## src/rtl/pipe_io_responder.sv

```systemverilog
// Memory-mapped I/O target on the pipelined CPU's MEM-stage data bus: LED, switch, timer,
// status registers and a byte TX FIFO drained over valid/ready. Optional irq output: IO_TIMER_IRQ_EN.
module pipe_io_responder #(
    parameter logic [31:0] BASE_ADDR  = 32'hFFFF_FF00,
    parameter int          FIFO_DEPTH = 4,
    parameter int          SW_WIDTH   = 16,
    parameter int          LED_WIDTH  = 16
) (
    input  logic                 clock,
    input  logic                 resetn,
    input  logic [31:0]          addr,
    input  logic                 wmem,
    input  logic [31:0]          wdata,
    output logic [31:0]          rdata,
    output logic                 hit,
    input  logic [SW_WIDTH-1:0]  sw,
    output logic [LED_WIDTH-1:0] led,
    output logic [7:0]           out_data,
    output logic                 out_valid,
    input  logic                 out_ready
`ifdef IO_TIMER_IRQ_EN
    ,
    output logic                 irq
`endif
);

    localparam int         PW      = $clog2(FIFO_DEPTH);
    localparam logic [4:0] DEPTH_C = 5'(FIFO_DEPTH);

    localparam logic [5:0] OFF_LED    = 6'h00;
    localparam logic [5:0] OFF_SW     = 6'h01;
    localparam logic [5:0] OFF_TCOUNT = 6'h02;
    localparam logic [5:0] OFF_TCMP   = 6'h03;
    localparam logic [5:0] OFF_STATUS = 6'h04;
    localparam logic [5:0] OFF_TXDATA = 6'h05;

    logic [5:0]          woff;
    logic                wr;
    logic                wr_led;
    logic                wr_tcount;
    logic                wr_tcmp;
    logic                wr_status;
    logic                push_req;

    logic [SW_WIDTH-1:0] sw_q1;
    logic [SW_WIDTH-1:0] sw_q2;

    logic [31:0]         tcount;
    logic [31:0]         tcmp;
    logic                match;
    logic                match_set;

    logic [7:0]          mem [FIFO_DEPTH];
    logic [PW-1:0]       rd_ptr;
    logic [PW-1:0]       wr_ptr;
    logic [4:0]          count;
    logic                overflow;
    logic                fifo_full;
    logic                fifo_empty;
    logic                push;
    logic                pop;

    logic                irq_en_bit;
    logic [31:0]         status_word;

    // Byte lane bits are not decoded; registers are word-wide.
    logic                unused_addr_lsb;
    assign unused_addr_lsb = ^addr[1:0];

    assign hit       = (addr[31:8] == BASE_ADDR[31:8]);
    assign woff      = addr[7:2];
    assign wr        = wmem & hit;
    assign wr_led    = wr & (woff == OFF_LED);
    assign wr_tcount = wr & (woff == OFF_TCOUNT);
    assign wr_tcmp   = wr & (woff == OFF_TCMP);
    assign wr_status = wr & (woff == OFF_STATUS);
    assign push_req  = wr & (woff == OFF_TXDATA);

    always_ff @(posedge clock or negedge resetn) begin
        if (!resetn) begin
            led <= '0;
        end else if (wr_led) begin
            led <= wdata[LED_WIDTH-1:0];
        end
    end

    always_ff @(posedge clock or negedge resetn) begin
        if (!resetn) begin
            sw_q1 <= '0;
            sw_q2 <= '0;
        end else begin
            sw_q1 <= sw;
            sw_q2 <= sw_q1;
        end
    end

    // The compare always sees the pre-write count; a software write only overrides the next value.
    assign match_set = (tcount == tcmp);

    always_ff @(posedge clock or negedge resetn) begin
        if (!resetn) begin
            tcount <= '0;
            tcmp   <= '1;
            match  <= 1'b0;
        end else begin
            if (wr_tcount) begin
                tcount <= wdata;
            end else if (match_set) begin
                tcount <= '0;
            end else begin
                tcount <= tcount + 32'd1;
            end
            if (wr_tcmp) begin
                tcmp <= wdata;
            end
            if (match_set) begin
                match <= 1'b1;
            end else if (wr_status && wdata[0]) begin
                match <= 1'b0;
            end
        end
    end

    assign fifo_full  = (count == DEPTH_C);
    assign fifo_empty = (count == 5'd0);
    assign pop        = ~fifo_empty & out_ready;
    // A pop in the same cycle frees the head slot, so a full FIFO can still accept.
    assign push       = push_req & (~fifo_full | pop);

    always_ff @(posedge clock) begin
        if (push) begin
            mem[wr_ptr] <= wdata[7:0];
        end
    end

    always_ff @(posedge clock or negedge resetn) begin
        if (!resetn) begin
            rd_ptr   <= '0;
            wr_ptr   <= '0;
            count    <= '0;
            overflow <= 1'b0;
        end else begin
            if (pop) begin
                rd_ptr <= rd_ptr + PW'(1);
            end
            if (push) begin
                wr_ptr <= wr_ptr + PW'(1);
            end
            case ({push, pop})
                2'b10:   count <= count + 5'd1;
                2'b01:   count <= count - 5'd1;
                default: count <= count;
            endcase
            if (push_req && !push) begin
                overflow <= 1'b1;
            end else if (wr_status && wdata[3]) begin
                overflow <= 1'b0;
            end
        end
    end

    assign out_valid = ~fifo_empty;
    assign out_data  = out_valid ? mem[rd_ptr] : 8'h00;

`ifdef IO_TIMER_IRQ_EN
    logic irq_en;

    always_ff @(posedge clock or negedge resetn) begin
        if (!resetn) begin
            irq_en <= 1'b0;
            irq    <= 1'b0;
        end else begin
            if (wr_status) begin
                irq_en <= wdata[9];
            end
            irq <= match & irq_en;
        end
    end

    assign irq_en_bit = irq_en;
`else
    assign irq_en_bit = 1'b0;
`endif

    assign status_word = {22'd0, irq_en_bit, count, overflow, fifo_empty, fifo_full, match};

    always_comb begin
        rdata = '0;
        if (hit) begin
            case (woff)
                OFF_LED:    rdata = 32'(led);
                OFF_SW:     rdata = 32'(sw_q2);
                OFF_TCOUNT: rdata = tcount;
                OFF_TCMP:   rdata = tcmp;
                OFF_STATUS: rdata = status_word;
                default:    rdata = '0;
            endcase
        end
    end

endmodule

```

## config.mk

```make
export PLATFORM = sky130hd
export DESIGN_NAME = pipe_io_responder
export DESIGN_NICKNAME = d
export VERILOG_FILES = /design/src/rtl/pipe_io_responder.sv
export SDC_FILE = /design/constraint.sdc
export NUM_CORES = 1
export LEC_CHECK = 0
export CAP_MARGIN = 20
export CELL_PAD_IN_SITES_DETAIL_PLACEMENT = 0
export CELL_PAD_IN_SITES_GLOBAL_PLACEMENT = 1
export CORE_ASPECT_RATIO = 0.8
export CORE_UTILIZATION = 45
export DETAILED_ROUTE_END_ITERATION = 6
export GPL_ROUTABILITY_DRIVEN = 0
export HOLD_SLACK_MARGIN = 0.03
export PLACE_DENSITY_LB_ADDON = 0.1
export RECOVER_POWER = 25
export SETUP_SLACK_MARGIN = 0.02
export SLEW_MARGIN = 15
export SYNTH_ARGS = -nofsm -noshare
export SYNTH_HDL_FRONTEND = slang
export SYNTH_SLANG_ARGS = --single-unit
```

## constraint.sdc

```tcl
create_clock -name clock -period 4.94 [get_ports clock]
set_input_delay 0.741 -clock clock [delete_from_list [all_inputs] [get_ports clock]]
set_output_delay 0.741 -clock clock [all_outputs]
set_load 0.05 [all_outputs]
```

==> summary.txt <==
Outcome
  – Outcome: complete, but fails checks
  – Failing checks: capacitance limit, slew limit

Worst setup path
  – CP arrival: between 3000 and 4000 ps
  – Setup Crit Path Kind: in -> out
  – Crit path max fanout: 18
  – Crit path capture type: output pin
  – Worst path required time: between 4000 and 5000 ps
  – Critical Path Source Type: input pin

Floorplan
  – I/O pins: approximately 140
  – Die W: 146 um
  – Core ar.: roughly 0.016 sq mm
  – Die ar.: ~0.017 sq mm
  – Die Ht: between 100 and 150 um
  – Initial core utilization: 0.467
  – # rows: 41

STA
  – Slew margin rel.: -0.293
  – Worst Tran Pin Value: 1940 ps
  – Fmax: ~240 MHz
  – Fin. Hold Viols: 0
  – Fin crit share: 0.836
  – Fin Hold WS: 350 ps
  – Layout Skew: roughly 6.0 ps
  – Fin Setup TNS: 0 ps
  – Min cycle time layout: 4130 ps
  – Max Slew Vio Count: 77
  – # setup viols final: 0
  – Unrepaired setup endpoints after global routing: no

Layout
  – Fill count: 1268
  – Fin nets: a little over 800
  – Layout area overhead: 31.8%
  – Antenna cell count: 0
  – Most common cell after layout, fill and taps aside: dfrtp_1
  – Layout cell share with drive strength beyond 1: 0.237
  – Post-Route Utilization: 0.615
  – Commonest non-fill, non-tap cells in the layout: dfrtp_1, clkdlybuf4s50_1, xor2_1

Global routing
  – First-pass GRT wire length: ~31000 um
  – Largest net degree at the start of global routing: 77
  – Tot GR Track Use: 0.241
  – Initial antenna violation count: 0
  – Total gr overflow: 0
  – Number of global-route vias before repair: 5409

Yosys
  – Synthesized flop and latch total: between 150 and 200
  – Top cells by area, synth: dfrtp_1, edfxtp_1, dfstp_2
  – Net count after synthesis: approximately 700
  – Synth unique cells: 52
  – Avg Synthesized Cell Area: 12.4 sq um
  – Seq/Total Area, Yosys: 0.546
  – Cell accounting for the most synthesized area: dfrtp_1
  – Post-synth EDFFs: 32
  – Synth warnings: 0
  – Post-synth ARST share: 0.794
  – Top cell type's share of synthesized area: 0.305
  – Top_reg_cell synth: dfrtp_1
  – Mapped Cells: 601
  – Mapped cell area: between 0.007 and 0.008 sq mm

Drt
  – DRT iter0 DRCs: 394
  – DR WL/cell: between 20 and 25 um
  – Final wirelength: 19600 um
  – First drt pass iteration count: 4
  – Via count: roughly 5400
  – DRC: 0
  – Via/cell ratio: 5.58
  – Antenna Violating Nets Remaining: 0

Clock tree
  – Postcts setup bufs: 0
  – CTS clock-pin slew for the worst setup and hold paths: 70 ps
  – Worst-skew pair later-pin latency: between 400 and 500 ps
  – Root buffer cell: clkbuf_16
  – Maximum clock path buffer count: 2
  – CTS HTree Levels: 4
  – Hold_buf cts: 0
  – CTS Sinks: around 160
  – TritonCTS clock tree: yes
  – Post_cts resized: 0
  – Total CTS buffers: 17

Power
  – Pwr Density: between 300 and 400 mW/mm^2
  – Worst VDD drop: ~270 uV
  – LEAKAGE: between 4 and 5 nW

Placed design
  – Buffers on Ports: approximately 140
  – HPWL Detailed: ~14000 um

Flow run
  – Max cap viols: 1

Worst hold path
  – Hold Crit Class: reg -> reg
power by group:
group	switching, mW	internal, mW	total, mW
clock network	0.559	0.702	1.26
logic	0.302	0.272	0.574
registers	0.0852	1.35	1.44
total	0.946	2.33	3.27
synthesized netlist by cell type (3+ instances only):
cell type	number
a21oi_1	10
a222oi_1	8
a22oi_1	25
and3_1	14
and4_1	4
buf_2	17
clkbuf_1	15
dfrtp_1	91
dfstp_2	32
edfxtp_1	32
ha_1	8
inv_1	14
mux2_2	48
mux2i_1	5
mux4_2	15
nand2_1	43
nand3_1	22
nand4_1	15
nor2_1	26
nor2b_1	9
nor3_1	4
nor4_1	9
nor4_4	3
o21ai_0	31
o21ai_1	4
xnor2_1	13
xor2_1	56
registers in the layout, summed over array words and instances, names as in the netlist:
| name | count |
|---|---|
| wr_ptr | 2 |
| match | 1 |
| rd_ptr | 2 |
| led | 16 |
| tcount | 32 |
| tcmp | 32 |
| overflow | 1 |
| sw_q1 | 16 |
| sw_q2 | 16 |
| mem | 32 |
| count | 5 |
area by class of cell:
| cell class | instances | area (sq um) | share of cell area |
|---|---|---|---|
| Timing Repair Buffer | 148 | 1700 | 0.173 |
| Clock inverter | 15 | 139 | 0.0141 |
| Tap cell | 215 | 269 | 0.0273 |
| Sequential cell | 155 | 4080 | 0.414 |
| Multi-Input combinational cell | 397 | 3180 | 0.323 |
| Inverter | 14 | 52.6 | 0.00534 |
| Clock buffer | 17 | 425 | 0.0432 |
per-stage QoR:
| stage | power (mW) | cells | area, sq um | worst slack (ps) |
|---|---|---|---|---|
| floorplan | 1.80 | 601 | 7470 | 1240 |
| global placement | 2.02 | 929 | 9290 | 821 |
| detailed placement | 2.04 | 929 | 9290 | 795 |
| CTS | 3.29 | 961 | 9850 | 775 |
| global route | 3.39 | 961 | 9850 | 600 |
| finish | 3.27 | 961 | 9850 | 811 |
routing by layer:
metal  routed length (um)  global-route usage  vias to the layer above
li1                     -                   -                     2437
met1                 9440               0.345                     2710
met2                 8760               0.378                      201
met3                 1180              0.0481                       15
met4                  179              0.0646                        0
met5                    0                   0                        -
critical path, cell delays in order:
cell and delay [ps]:
clkdlybuf4s50_1 990, and3_1 860, a22oi_1 220, a21oi_1 380, buf_12 190
path summary, 6_finish.rpt:
| kind | endpoint | cells past startpoint | start | slack (ps) |
|---|---|---|---|---|
| worst max-delay path | rdata[0] | 5 | addr[2] | 810 |
| worst min-delay path | sw_q2[7]$_DFF_PN0_ | 0 | sw_q1[7]$_DFF_PN0_ | 350 |
| worst max register to register | count[4]$_DFFE_PN0P_ | 10 | count[0]$_DFFE_PN0P_ | 1270 |
| worst min register to register | sw_q2[7]$_DFF_PN0_ | 0 | sw_q1[7]$_DFF_PN0_ | 350 |
| max in group asynchronous | overflow$_DFFE_PN0P_ | 2 | resetn | 2620 |
| min in group asynchronous | sw_q1[15]$_DFF_PN0_ | 1 | resetn | 840 |
cell families after synthesis:
logic type | count (synthesis) | synth area share
adders and majority gates | 9 | 0.0161
AOI/OAI and AO/OA | 83 | 0.0718
and+or+nand+nor | 165 | 0.125
DFF | 155 | 0.546
buffers and inverters | 49 | 0.0291
xor gates and xnor gates | 69 | 0.0809
muxes | 71 | 0.131
No activity file was read; power rests on OpenSTA's default activity.
